==> config.mk <==
export PLATFORM = sky130hd
export DESIGN_NAME = axi_rd_mux_qos
export DESIGN_NICKNAME = d
export VERILOG_FILES = /design/src/rtl/axi_rd_mux_qos.sv
export SDC_FILE = /design/constraint.sdc
export NUM_CORES = 1
export LEC_CHECK = 0
export CELL_PAD_IN_SITES_DETAIL_PLACEMENT = 0
export CELL_PAD_IN_SITES_GLOBAL_PLACEMENT = 1
export CORE_AREA = 2 2 217 219
export CTS_CLUSTER_DIAMETER = 200
export CTS_CLUSTER_SIZE = 20
export DETAILED_ROUTE_END_ITERATION = 7
export DIE_AREA = 0 0 219 221
export DONT_BUFFER_PORTS = 1
export HOLD_SLACK_MARGIN = 0.1
export PLACE_DENSITY_LB_ADDON = 0.2
export RECOVER_POWER = 100
export SLEW_MARGIN = 30
export SYNTH_ARGS = -nofsm -noshare
export SYNTH_HDL_FRONTEND = slang
export SYNTH_SLANG_ARGS = --single-unit
export TNS_END_PERCENT = 30
==> constraint.sdc <==
create_clock -name clk -period 10.2 [get_ports clk]
set_clock_uncertainty 0.05 [all_clocks]
set_input_delay 0.51 -clock clk [delete_from_list [all_inputs] [get_ports clk]]
set_output_delay 0.51 -clock clk [all_outputs]
set_load 0.05 [all_outputs]
==> src/rtl/axi_rd_mux_qos.sv <==
// rtl/axi_rd_mux_qos.sv - N-to-1 AXI4 read mux with QoS/round-robin arbitration and per-port outstanding limits
//
// Merges S_COUNT upstream AR/R channel pairs onto one downstream port.
// The downstream ID is {port_index, upstream_id}, so R beats route back by
// their upper ID bits. The AR path has one output register; the R path is
// purely combinational.

module axi_rd_mux_qos #(
   parameter int S_COUNT         = 4,
   parameter int DATA_WIDTH      = 32,
   parameter int ADDR_WIDTH      = 32,
   parameter int S_ID_WIDTH      = 8,
   parameter int M_ID_WIDTH      = S_ID_WIDTH + $clog2(S_COUNT),
   parameter int MAX_OUTSTANDING = 4,
   parameter int ARB_MODE        = 0
) (
   input  logic                            clk,
   input  logic                            rst_n,
   input  logic [S_COUNT*S_ID_WIDTH-1:0]   s_axi_arid,
   input  logic [S_COUNT*ADDR_WIDTH-1:0]   s_axi_araddr,
   input  logic [S_COUNT*8-1:0]            s_axi_arlen,
   input  logic [S_COUNT*3-1:0]            s_axi_arsize,
   input  logic [S_COUNT*2-1:0]            s_axi_arburst,
   input  logic [S_COUNT-1:0]              s_axi_arlock,
   input  logic [S_COUNT*4-1:0]            s_axi_arqos,
   input  logic [S_COUNT-1:0]              s_axi_arvalid,
   output logic [S_COUNT-1:0]              s_axi_arready,
   output logic [S_COUNT*S_ID_WIDTH-1:0]   s_axi_rid,
   output logic [S_COUNT*DATA_WIDTH-1:0]   s_axi_rdata,
   output logic [S_COUNT*2-1:0]            s_axi_rresp,
   output logic [S_COUNT-1:0]              s_axi_rlast,
   output logic [S_COUNT-1:0]              s_axi_rvalid,
   input  logic [S_COUNT-1:0]              s_axi_rready,
   output logic [M_ID_WIDTH-1:0]           m_axi_arid,
   output logic [ADDR_WIDTH-1:0]           m_axi_araddr,
   output logic [7:0]                      m_axi_arlen,
   output logic [2:0]                      m_axi_arsize,
   output logic [1:0]                      m_axi_arburst,
   output logic                            m_axi_arlock,
   output logic [3:0]                      m_axi_arqos,
   output logic                            m_axi_arvalid,
   input  logic                            m_axi_arready,
   input  logic [M_ID_WIDTH-1:0]           m_axi_rid,
   input  logic [DATA_WIDTH-1:0]           m_axi_rdata,
   input  logic [1:0]                      m_axi_rresp,
   input  logic                            m_axi_rlast,
   input  logic                            m_axi_rvalid,
   output logic                            m_axi_rready,
   output logic [S_COUNT*8-1:0]            outstanding_cnt,
   output logic                            route_err
);

   localparam int PW = $clog2(S_COUNT);
   localparam int IW = M_ID_WIDTH - S_ID_WIDTH;
   localparam logic [7:0]  MAX_CNT   = 8'(MAX_OUTSTANDING);
   localparam logic [PW:0] NPORT_P   = (PW+1)'(S_COUNT);
   localparam logic [IW:0] NPORT_I   = (IW+1)'(S_COUNT);
   localparam logic [PW-1:0] LAST_PORT = PW'(S_COUNT - 1);

   // state registers
   logic [S_COUNT-1:0][7:0] cnt_q, cnt_d;
   logic [PW-1:0]           rr_ptr_q, rr_ptr_d;
   logic                    ar_valid_q, ar_valid_d;
   logic [M_ID_WIDTH-1:0]   ar_id_q, ar_id_d;
   logic [ADDR_WIDTH-1:0]   ar_addr_q, ar_addr_d;
   logic [7:0]              ar_len_q, ar_len_d;
   logic [2:0]              ar_size_q, ar_size_d;
   logic [1:0]              ar_burst_q, ar_burst_d;
   logic                    ar_lock_q, ar_lock_d;
   logic [3:0]              ar_qos_q, ar_qos_d;
   logic                    route_err_q, route_err_d;

   // arbitration signals
   logic [S_COUNT-1:0]      elig;
   logic [S_COUNT-1:0]      cand;
   logic [S_COUNT-1:0]      grant_oh;
   logic [3:0]              max_qos;
   logic [PW-1:0]           gnt_idx;
   logic [PW:0]             pos;
   logic                    gnt_found;
   logic                    can_issue;
   logic                    grant_valid;

   // R routing signals
   logic [IW-1:0]           r_idx;
   logic                    route_ok;
   logic                    beat_done;
   logic [S_COUNT-1:0]      cnt_inc;
   logic [S_COUNT-1:0]      cnt_dec;

   // Eligibility (request and below limit) and, in QoS mode, keep only the highest-qos requesters
   always_comb begin
      elig    = '0;
      cand    = '0;
      max_qos = '0;
      for (int i = 0; i < S_COUNT; i++) begin
         elig[i] = s_axi_arvalid[i] && (cnt_q[i] < MAX_CNT);
      end
      for (int i = 0; i < S_COUNT; i++) begin
         if (elig[i] && (s_axi_arqos[4*i +: 4] > max_qos)) begin
            max_qos = s_axi_arqos[4*i +: 4];
         end
      end
      cand = elig;
      if (ARB_MODE == 1) begin
         for (int i = 0; i < S_COUNT; i++) begin
            cand[i] = elig[i] && (s_axi_arqos[4*i +: 4] == max_qos);
         end
      end
   end

   // Round-robin search: first candidate at or after rr_ptr, wrapping at S_COUNT
   always_comb begin
      gnt_found = 1'b0;
      gnt_idx   = '0;
      pos       = '0;
      for (int k = 0; k < S_COUNT; k++) begin
         pos = {1'b0, rr_ptr_q} + (PW+1)'(k);
         if (pos >= NPORT_P) begin
            pos = pos - NPORT_P;
         end
         if (!gnt_found && cand[pos[PW-1:0]]) begin
            gnt_found = 1'b1;
            gnt_idx   = pos[PW-1:0];
         end
      end
   end

   // Grant only when the AR register is free or draining; reset forces no grant
   always_comb begin
      can_issue   = !ar_valid_q || m_axi_arready;
      grant_valid = rst_n && can_issue && gnt_found;
      grant_oh    = '0;
      for (int i = 0; i < S_COUNT; i++) begin
         grant_oh[i] = grant_valid && (gnt_idx == PW'(i));
      end
   end

   // AR output register next state: capture granted port fields, otherwise hold or drain
   always_comb begin
      ar_valid_d = ar_valid_q;
      ar_id_d    = ar_id_q;
      ar_addr_d  = ar_addr_q;
      ar_len_d   = ar_len_q;
      ar_size_d  = ar_size_q;
      ar_burst_d = ar_burst_q;
      ar_lock_d  = ar_lock_q;
      ar_qos_d   = ar_qos_q;
      rr_ptr_d   = rr_ptr_q;
      if (grant_valid) begin
         ar_valid_d = 1'b1;
         for (int i = 0; i < S_COUNT; i++) begin
            if (grant_oh[i]) begin
               ar_id_d    = M_ID_WIDTH'({PW'(i), s_axi_arid[S_ID_WIDTH*i +: S_ID_WIDTH]});
               ar_addr_d  = s_axi_araddr[ADDR_WIDTH*i +: ADDR_WIDTH];
               ar_len_d   = s_axi_arlen[8*i +: 8];
               ar_size_d  = s_axi_arsize[3*i +: 3];
               ar_burst_d = s_axi_arburst[2*i +: 2];
               ar_lock_d  = s_axi_arlock[i];
               ar_qos_d   = s_axi_arqos[4*i +: 4];
            end
         end
         rr_ptr_d = (gnt_idx == LAST_PORT) ? '0 : gnt_idx + PW'(1);
      end else if (m_axi_arready) begin
         ar_valid_d = 1'b0;
      end
   end

   // R path: steer valid/ready by the port index in the upper ID bits; sink unroutable beats
   always_comb begin
      r_idx        = m_axi_rid[M_ID_WIDTH-1:S_ID_WIDTH];
      route_ok     = ({1'b0, r_idx} < NPORT_I);
      s_axi_rvalid = '0;
      m_axi_rready = !route_ok;
      for (int i = 0; i < S_COUNT; i++) begin
         s_axi_rid[S_ID_WIDTH*i +: S_ID_WIDTH]   = m_axi_rid[S_ID_WIDTH-1:0];
         s_axi_rdata[DATA_WIDTH*i +: DATA_WIDTH] = m_axi_rdata;
         s_axi_rresp[2*i +: 2]                   = m_axi_rresp;
         s_axi_rlast[i]                          = m_axi_rlast;
         if (route_ok && (r_idx == IW'(i))) begin
            s_axi_rvalid[i] = m_axi_rvalid;
            m_axi_rready    = s_axi_rready[i];
         end
      end
      beat_done   = m_axi_rvalid && m_axi_rready && m_axi_rlast && route_ok;
      route_err_d = m_axi_rvalid && !route_ok;
   end

   // Outstanding counters: +1 on grant, -1 on last beat, unchanged when both; never below zero
   always_comb begin
      cnt_d   = cnt_q;
      cnt_inc = '0;
      cnt_dec = '0;
      for (int i = 0; i < S_COUNT; i++) begin
         cnt_inc[i] = grant_oh[i];
         cnt_dec[i] = beat_done && (r_idx == IW'(i));
         if (cnt_inc[i] && !cnt_dec[i]) begin
            cnt_d[i] = cnt_q[i] + 8'd1;
         end else if (cnt_dec[i] && !cnt_inc[i] && (cnt_q[i] != 8'd0)) begin
            cnt_d[i] = cnt_q[i] - 8'd1;
         end
      end
   end

   // State registers with asynchronous reset
   always_ff @(posedge clk or negedge rst_n) begin
      if (!rst_n) begin
         cnt_q       <= '0;
         rr_ptr_q    <= '0;
         ar_valid_q  <= 1'b0;
         ar_id_q     <= '0;
         ar_addr_q   <= '0;
         ar_len_q    <= '0;
         ar_size_q   <= '0;
         ar_burst_q  <= '0;
         ar_lock_q   <= 1'b0;
         ar_qos_q    <= '0;
         route_err_q <= 1'b0;
      end else begin
         cnt_q       <= cnt_d;
         rr_ptr_q    <= rr_ptr_d;
         ar_valid_q  <= ar_valid_d;
         ar_id_q     <= ar_id_d;
         ar_addr_q   <= ar_addr_d;
         ar_len_q    <= ar_len_d;
         ar_size_q   <= ar_size_d;
         ar_burst_q  <= ar_burst_d;
         ar_lock_q   <= ar_lock_d;
         ar_qos_q    <= ar_qos_d;
         route_err_q <= route_err_d;
      end
   end

   assign s_axi_arready   = grant_oh;
   assign m_axi_arvalid   = ar_valid_q;
   assign m_axi_arid      = ar_id_q;
   assign m_axi_araddr    = ar_addr_q;
   assign m_axi_arlen     = ar_len_q;
   assign m_axi_arsize    = ar_size_q;
   assign m_axi_arburst   = ar_burst_q;
   assign m_axi_arlock    = ar_lock_q;
   assign m_axi_arqos     = ar_qos_q;
   assign outstanding_cnt = cnt_q;
   assign route_err       = route_err_q;

endmodule

# Word-level counts from Yosys, hierarchy flattened
# Cells that the tools add are included.
# totals
out_inout_bits	275
regBits	95
elab_cells	171
inputBits	289
# classes
order_cmp	12
eq_ne	6
n_addsub	16
n_reduce_logical	57
mux	67
# ops
cell	n
32-bit two-way mux	4
8-bit two-way mux	12
10-bit two-way mux	4
8-bit by 1-bit adder with 8-bit output (second input constant)	4
8-bit by 3-bit < comparator with 1-bit output (second input constant)	4
8-bit nonzero test	4
8-bit by 1-bit subtractor with 8-bit output (second input constant)	4
1-bit logical AND	31
2-bit two-way mux	13
1-bit two-way mux	22
4-bit two-way mux	4
1-bit logical NOT	12
2-bit by 3-bit < comparator with 1-bit output (second input constant)	4
3-bit two-way mux	4
2-bit nonzero test	5
3-bit greater-or-equal comparator (second input constant)	3
1-bit binary-select mux with 2-bit select	4
2-bit equality test (second input constant)	4
2-bit by 1-bit subtractor with 2-bit output (second input constant)	4
2-bit by 2-bit adder with 3-bit output (second input constant)	2
2-bit by 1-bit equality test with 1-bit output (second input constant)	2
2-bit logical NOT	2
4-bit nonzero test	1
2-bit by 1-bit adder with 3-bit output (second input constant)	1
other kinds (4)	4

# Logic depth before layout (Yosys ltp)
# Gate-level depths: netlist (run 1).
# logic_depth
depth_word	21
mapped_depth	16
ltp_nobuf	16

# Worst setup path before layout (run 1)
# Ideal clock, no wire load.
# synth_path
path_type	reg-to-reg
from	register cnt_q (netlist bit outstanding_cnt[31])
to	register cnt_q (netlist bit outstanding_cnt[30])
stages_incl_launch_ff	17
setup_slack_ns	5.968
setup_time_ns	0.125
t_arrival_ns	4.057
required_ns	10.025
synth_period_minus_slack_ns	4.232
n_path_buf	0
cell_sequence	dfrtp_1 > nor4_1 > and3_2 > o22ai_1 > nand2_1 > o221ai_1 > inv_1 > ha_1 > and2_1 > nand2_1 > ha_1 > a21oi_1 > o21ai_0 > a21o_1 > a21oi_1 > xnor2_1 > mux2_4
# synth_via
elab_chain_cells	20
word_cells_on_any_way	34
classes_between	order compare: 1; eq/ne: 1; mux: 17; reduce/logical: 15
# synth_rtl
item	line	rtl
from (decl)	61	logic [S_COUNT-1:0][7:0] cnt_q, cnt_d;
from (signal assigned)	220	cnt_q <= cnt_d;
8-bit by 3-bit < comparator with 1-bit output (*)	97	elig[i] = s_axi_arvalid[i] && (cnt_q[i] < MAX_CNT);
1-bit logical AND (*)	97	
1-bit binary-select mux with 2-bit select	122	if (!gnt_found && cand[pos[PW-1:0]]) begin
1-bit two-way mux (not written as such)	122	
1-bit two-way mux	122	
1-bit logical NOT	122	
1-bit logical AND	122	
1-bit two-way mux	122	
[... 4 more ...]	-	
1-bit logical AND	122	
2-bit two-way mux / 1-bit two-way mux (equally long branches)	122	
2-bit equality test / 1-bit logical AND (equally long branches)	135, 132	
1-bit logical AND (*)	135	grant_oh[i] = grant_valid && (gnt_idx == PW'(i));
named net s_axi_arready[3]	27	output logic [S_COUNT-1:0] s_axi_arready,
1-bit logical NOT	199	end else if (cnt_dec[i] && !cnt_inc[i] && (cnt_q[i] != 8'd0)) begin
1-bit logical AND (2 in series)	199	
2-bit nonzero test (no line)	-	
# The timed path passes the listed nets; every way through them passes the cells marked *. The select of a mux whose other input is x is not followed.
# A chain may end at the register's enable or synchronous reset.

# Final worst setup path (run 1)
# layout_path
from	register cnt_q (netlist bit outstanding_cnt[6])
to	register cnt_q (netlist bit outstanding_cnt[30])
# Same word-level chain as after synthesis.

==> results of run 1 <==
## placed cells by master (no fill, tap or decap), types with 3 or more instances in the layout
master     Yosys  layout
a31oi_1        4       4
clkbuf_16      0       9
mux2_2        16      15
a221oi_1      58      58
mux2_1         3       7
xor2_1        11      11
clkbuf_1      28       3
buf_4        173       3
o21ai_0        8      64
and3_1        62      62
nor4_1         3       4
a21oi_1       16      16
nand2_1       15      18
nand3_1       13      14
mux2i_1       62      62
o21bai_1       5       5
fa_1           4       4
nor2b_1        4       4
inv_1         11      12
nor2_1        21      21
nand4_1        3       3
nor3_1         6       6
inv_6          0       4
a21o_1         6       6
ha_1          29      28
diode_2        0       3
xnor2_1       17      17
dfrtp_1       95      95
## cells by family after synthesis
group,after synthesis,synth area share
multiplexers,87,0.124
other,1,0.000499
AND/OR/NAND/NOR,145,0.110
buffers and inverters,225,0.203
adder cells (fa/ha/maj),33,0.0589
XOR/XNOR,28,0.0326
AO/OA/AOI/OAI,168,0.155
flip-flops,95,0.316
## per-layer routing
| layer | up-vias | part of all wire | track usage |
|---|---|---|---|
| li1 | 2289 | - | - |
| met1 | 2462 | 0.38 | 0.115 |
| met2 | 293 | 0.50 | 0.177 |
| met3 | 69 | 0.085 | 0.0381 |
| met4 | 4 | 0.034 | 0.0488 |
| met5 | - | 0.00083 | 0 |
## flip-flops by register name (all words and copies together), names as in the netlist
register	count
m_axi_araddr	32
outstanding_cnt	32
m_axi_arid	10
m_axi_arlen	8
m_axi_arqos	4
m_axi_arsize	3
m_axi_arburst	2
rr_ptr_q	2
m_axi_arlock	1
m_axi_arvalid	1
## metrics by stage
| step | std cells | power (W) |
|---|---|---|
| 2_1_floorplan | 782 | 0.00220 |
| 3_3_place_gp | 1181 | 0.00230 |
| 3_5_place_dp | 1183 | 0.00228 |
| 4_1_cts | 1201 | 0.00272 |
| 5_1_grt | 1204 | 0.00282 |
| 6_report | 1204 | 0.00264 |
## what timing repair did
item | 4_1_cts | 5_1_grt
hold endpoints to repair | 95 | 0
hold buffers | 2 | 0
endpoints found under the setup margin | 0 | 0
## layout make-up
type,count,area [µm²],share of cell area
Clock inverter,7,100,0.0139
Tap cell,607,759,0.106
Multi-Input combinational cell,462,3580,0.499
Timing Repair Buffer,9,86.3,0.0120
Antenna cell,3,7.51,0.00104
Sequential cell,95,2380,0.331
Clock buffer,9,225,0.0313
Inverter,12,45.0,0.00627
## final timing paths
check                                   startpoint             endpoint  slack, ns  cells after the start
worst max-delay path            outstanding_cnt[6]  outstanding_cnt[30]       3.23                     13
worst min-delay path              s_axi_araddr[85]     m_axi_araddr[21]       0.22                      2
worst max register to register  outstanding_cnt[6]  outstanding_cnt[30]       3.23                     13
worst min register to register         rr_ptr_q[0]          rr_ptr_q[0]       0.52                      1
max in group asynchronous                    rst_n      m_axi_arsize[0]       3.97                      2
min in group asynchronous                    rst_n     m_axi_araddr[15]       2.68                      2
## worst max-delay path, stage by stage (launching register included)
cell and delay, ns:
dfrtp_1 0.59, nor4_1 0.69, nand3_1 0.37, a41oi_1 1.18, clkbuf_1 1.28, and2_0 0.80, nand2_1 0.42, ha_1 0.43
a21oi_1 0.16, o21ai_0 0.14, a21o_1 0.21, a21oi_1 0.17, xnor2_1 0.08, mux2_1 0.28
## where the power goes
part	switching, W	internal (W)
Clock	0.000183	0.000218
Sequential	0.000838	0.000546
Combinational	0.000452	0.000398
Total	0.00147	0.00116
==> summary.txt, run 1 <==
Finish
  • Share of cells above drive strength 1: 0.0825
  • Filler cells: 5230
  • Syn-to-layout area delta: -4.39%
  • Utilization after layout: 0.156
  • Finished Cell Area: 7190 µm²
  • Nets: 911

Logic synthesis
  • Cells after Synth: 782
  • Netlist Area Pre-Place: 7520 µm²
  • Flops & latches, synth: 95
  • Top-count cell post-synth: buf_4
  • Post-synth ARST share: 1.00
  • Yosys warns: 0
  • Syn Nets: 1104
  • Yosys top cell area share: 0.316
  • Number of synthesized flops with an enable pin: 0
  • Main flop type after synthesis: dfrtp_1
  • Cell taking the most area after synthesis: dfrtp_1
  • Area contributors post-synth: dfrtp_1, buf_4, mux2i_1, a221oi_1, and3_1
  • Synth cell types: 54
  • Sequential area share after synthesis: 0.316
  • Synthesized area per cell: 9.61 µm²
  • Commonest cells post-synth: buf_4, dfrtp_1, and3_1, mux2i_1, a221oi_1

Clocking
  • Clock sink count: 95
  • Worst-Skew Late Latency: 0.39 ns
  • Clock Path Buffers: 2
  • TritonCTS Buffers: 9
  • Htree depth: 3
  • Gates resized, CTS repair: 0
  • CTS tree: yes
  • CTS clk-pin slew, worst paths: 0.08 ns
  • Clock Tree Root: clkbuf_16
  • Setup Buffers After CTS: 0

Floorplanning
  • Die area: 48400 µm²
  • Row cnt: 79
  • Core Footprint: 46100 µm²
  • Chip Height: 221 µm
  • Die width: 219 µm
  • Initial Utilization: 0.163
  • Top-Level Pins: 564

Timing
  • Pins Over Slew Limit: 194
  • Final Cycle Share: 0.683
  • Post-layout minimum cycle time: 6.97 ns
  • Hold slack: 0.215 ns
  • Setup TNS: 0 ns
  • Rel. slew slack: -2.90
  • Tightest Pin Transition: 5.85 ns
  • # setup viols final: 0
  • FMAX: 0.144 GHz
  • Final Hold Vio Count: 0
  • Final setup margin: 3.23 ns
  • Unrepaired setup endpoints after global routing: false

Global routing
  • Pin count of the biggest net entering global routing: 96
  • GR Util All Layers: 0.104
  • Antenna violations before repair: 5
  • Total congestion overflow: 0
  • Global-route wire length before repair: 37000 µm
  • Vias in the first global route: 5497

Placed design
  • Area after DPL: 6910 µm²
  • Worst slack, placed: 4.98 ns
  • PortBufs: 0
  • Dpl hpwl: 18400 µm
  • Placer Congestion: 0.746

Setup path
  • Setup CP Type: reg -> reg
  • Worst EP required: 10.42 ns
  • Crit path DAT: 7.19 ns
  • Critical Path Start Type: register
  • Crit. End Element: register
  • Crit Path Max Fanout: 33

Hold path
  • Min-Delay Path Class: in -> reg

Status
  • Outcome: finished, violations left
  • Failing checks: capacitance limit, slew limit

Route
  • Routed len/inst: 21.0 µm
  • Post-route DRC: 0
  • Via count: 5117
  • Final ANT Viol Nets: 0
  • DR iter-0 viols: 208
  • Drt via density: 4.25
  • Drt first pass iters: 4
  • Post-Route WL: 25300 µm

Pwr
  • Cell Pwr Density: 367 nW/µm²
  • Max rail drop VDD: 0.000111 V
  • Pleak: 3.32 nW

Flow run
  • Max_cap viols: 3
No activity file was read; power rests on OpenSTA's default activity.
==> run 2, diff against run 1 <==
Settings changed: ABC_AREA from default to 1, CORE_AREA 2 2 217 219 to 2 2 218 220, DIE_AREA 0 0 219 221 to 0 0 220 222.
Clock period 10.2 ns to 6.6 ns, I/O delays scaled along.
==> summary.txt, run 2 <==
Status
  • Outcome: finished, violations left
  • Failing checks: capacitance limit, slew limit

Finish
  • Filler cells: 5435
  • Register Area: 2380 µm²
  • Area of the multi-input gates: 4570 µm²
  • Layout Cells excl Fill: 1925
  • Commonest non-fill, non-tap cells in the layout: nand2_1, nor2_1, inv_1, nand3_1, dfrtp_1
  • Syn-to-layout area delta: -4.91%
  • Share of cells above drive strength 1: 0.0319
  • Nets: 1633
  • Commonest non-fill, non-tap cell in the layout: nand2_1

Global routing
  • Antenna violations before repair: 3
  • Vias in the first global route: 8409
  • GR Util All Layers: 0.146
  • Pin count of the biggest net entering global routing: 96
  • Total congestion overflow: 0
  • Global-route wire length before repair: 53300 µm

Pwr
  • Max rail drop VDD: 0.000572 V
  • Pleak: 5.12 nW
  • Cell Pwr Density: 789 nW/µm²

Timing
  • Unrepaired setup endpoints after global routing: false
  • Final Cycle Share: 0.796
  • Setup TNS: 0 ns
  • Pins Over Slew Limit: 286
  • Final Hold Vio Count: 0
  • FMAX: 0.190 GHz
  • # setup viols final: 0
  • Tightest Pin Transition: 2.95 ns
  • Rel. slew slack: -0.964
  • Post-layout minimum cycle time: 5.25 ns

Logic synthesis
  • Area contributors post-synth: dfrtp_1, nand2_1, buf_4, nor2_1, inv_1
  • Syn Nets: 1846
  • Top-count cell post-synth: nand2_1
  • Main flop type after synthesis: dfrtp_1
  • Cell taking the most area after synthesis: dfrtp_1
  • Cells after Synth: 1524
  • Synth cell types: 32
  • Flops & latches, synth: 95
  • Sequential area share after synthesis: 0.250
  • Number of synthesized flops with an enable pin: 0
  • Netlist Area Pre-Place: 9510 µm²
  • Commonest cells post-synth: nand2_1, nor2_1, inv_1, buf_4, dfrtp_1
  • Yosys warns: 0
  • Synthesized area per cell: 6.24 µm²
  • Yosys top cell area share: 0.250
  • Post-synth ARST share: 1.00

Placed design
  • Placer Congestion: 0.791
  • Inst Count DP: 1900
  • PortBufs: 0
  • Dpl hpwl: 26200 µm

Setup path
  • Family with the most delay on the worst path: simple AND/OR/NAND/NOR gates
  • Worst EP required: 6.82 ns
  • Crit path cell chain: nor2_1 -> inv_1 -> nor2_1 -> nand3_1 -> nand3_1 -> nand2_1 -> nand3_1 -> nand2_1 -> xor2_1 -> nand2_1 -> inv_1 -> ha_4 -> nand3_4 -> clkbuf_1 -> nand2_1 -> nand2_1 -> nand3_1 -> nand2_1 -> nand2_1
  • Crit Path Max Fanout: 35
  • Critical Path Stages: 19
  • CP most frequent cell: nand2_1
  • R2R depth: 19
  • Setup CP Type: reg -> reg
  • Critical Path Start Type: register
  • Slowest cell delay on critical path: 1.19 ns
  • CP bufs+invs: 3
  • Crit. End Element: register
  • Crit path DAT: 5.48 ns
  • Worst path slowest cell: clkbuf_1

Clocking
  • Setup Buffers After CTS: 0
  • Worst-Skew Late Latency: 0.39 ns
  • TritonCTS Buffers: 9
  • Clock Path Buffers: 2
  • Htree depth: 3
  • CTS tree: yes
  • CTS clk-pin slew, worst paths: 0.08 ns
  • Clock sink count: 95
  • Gates resized, CTS repair: 0
  • Cts hold-fix bufs: 6
  • Clock Tree Root: clkbuf_16

Flow run
  • Max_cap viols: 5

Floorplanning
  • Die area: 48800 µm²
  • Initial Utilization: 0.206
  • Row cnt: 79
  • Core Footprint: 46300 µm²
  • Chip Height: 222 µm
  • Top-Level Pins: 564
  • Die width: 220 µm

Route
  • Drt via density: 4.30
  • Drt first pass iters: 5
  • Post-Route WL: 36400 µm
  • Routed len/inst: 18.9 µm
  • Post-route DRC: 0
  • Via count: 8269
  • DR iter-0 viols: 397
  • Final ANT Viol Nets: 0

Hold path
  • Worst Hold Depth: 4
  • Min-Delay Path Class: in -> reg
==> run 2: cell families (layout without fill, tap and decap cells) <==
family | count (synthesis) | in the layout | share of synthesized area
other cells | 1 | 4 | 0.000394
xor+xnor | 25 | 25 | 0.0238
flops | 95 | 95 | 0.250
buf+inv | 475 | 266 | 0.268
fa+ha+maj | 33 | 33 | 0.0466
compound gates | 70 | 70 | 0.0399
simple gates | 825 | 825 | 0.371
==> run 2: final cells by class <==
class | count | share of cell area
clock inverters | 5 | 0.00623
clock buffers | 10 | 0.0264
repair buffers | 22 | 0.0190
well taps | 607 | 0.0840
multi-input cells | 954 | 0.505
flip-flops and latches | 95 | 0.263
inverters | 229 | 0.0953
diodes | 3 | 0.000830
==> run 2: final timing paths <==
check	from	endpoint	slack, ns
max in group asynchronous	rst_n	m_axi_araddr[9]	3.33
worst min register to register	rr_ptr_q[1]	rr_ptr_q[1]	0.74
worst min-delay path	s_axi_araddr[118]	m_axi_araddr[22]	0.14
worst max register to register	outstanding_cnt[10]	outstanding_cnt[15]	1.35
worst max-delay path	outstanding_cnt[10]	outstanding_cnt[15]	1.35
min in group asynchronous	rst_n	outstanding_cnt[7]	1.37
==> run 2: report_power, final <==
part           internal, W  leakage (nW)  switching, W
Sequential        0.000869          1.15       0.00131
Combinational      0.00132          3.82       0.00305
Clock             0.000303         0.145      0.000288
==> run 2: metrics by stage <==
stage	setup slack (ns)	cell area, µm²	hold WS [ns]	util	total power (W)
after floorplan	2.55	9510	-0.0156	-	0.00567
after detailed placement	2.02	8730	-0.0130	0.189	0.00665
after global routing	0.786	9030	0.126	0.195	0.00786
after CTS	1.97	9100	0.100	0.197	0.00729
final	1.35	9040	0.135	0.195	0.00714
after global placement	2.03	8730	-0.0108	0.189	0.00664
==> run 2: metal layers <==
metal	wire [µm]	up-vias	global-route usage
li1	-	4089	-
met1	15100	3835	0.170
met2	17400	305	0.247
met3	3190	40	0.0532
met4	708	0	0.0483
met5	0	-	0
==> run 2: worst register-to-register path, cell delays in order, from the launching register on <==
cell	delay [ns]
dfrtp_1	0.60
nor2_1	0.23
inv_1	0.06
nor2_1	0.30
nand3_1	0.21
nand3_1	0.14
nand2_1	0.13
nand3_1	0.12
nand2_1	0.08
xor2_1	0.14
nand2_1	0.18
inv_1	0.13
ha_4	0.19
nand3_4	0.42
clkbuf_1	1.21
nand2_1	0.21
nand2_1	0.44
nand3_1	0.16
nand2_1	0.08
nand2_1	0.06
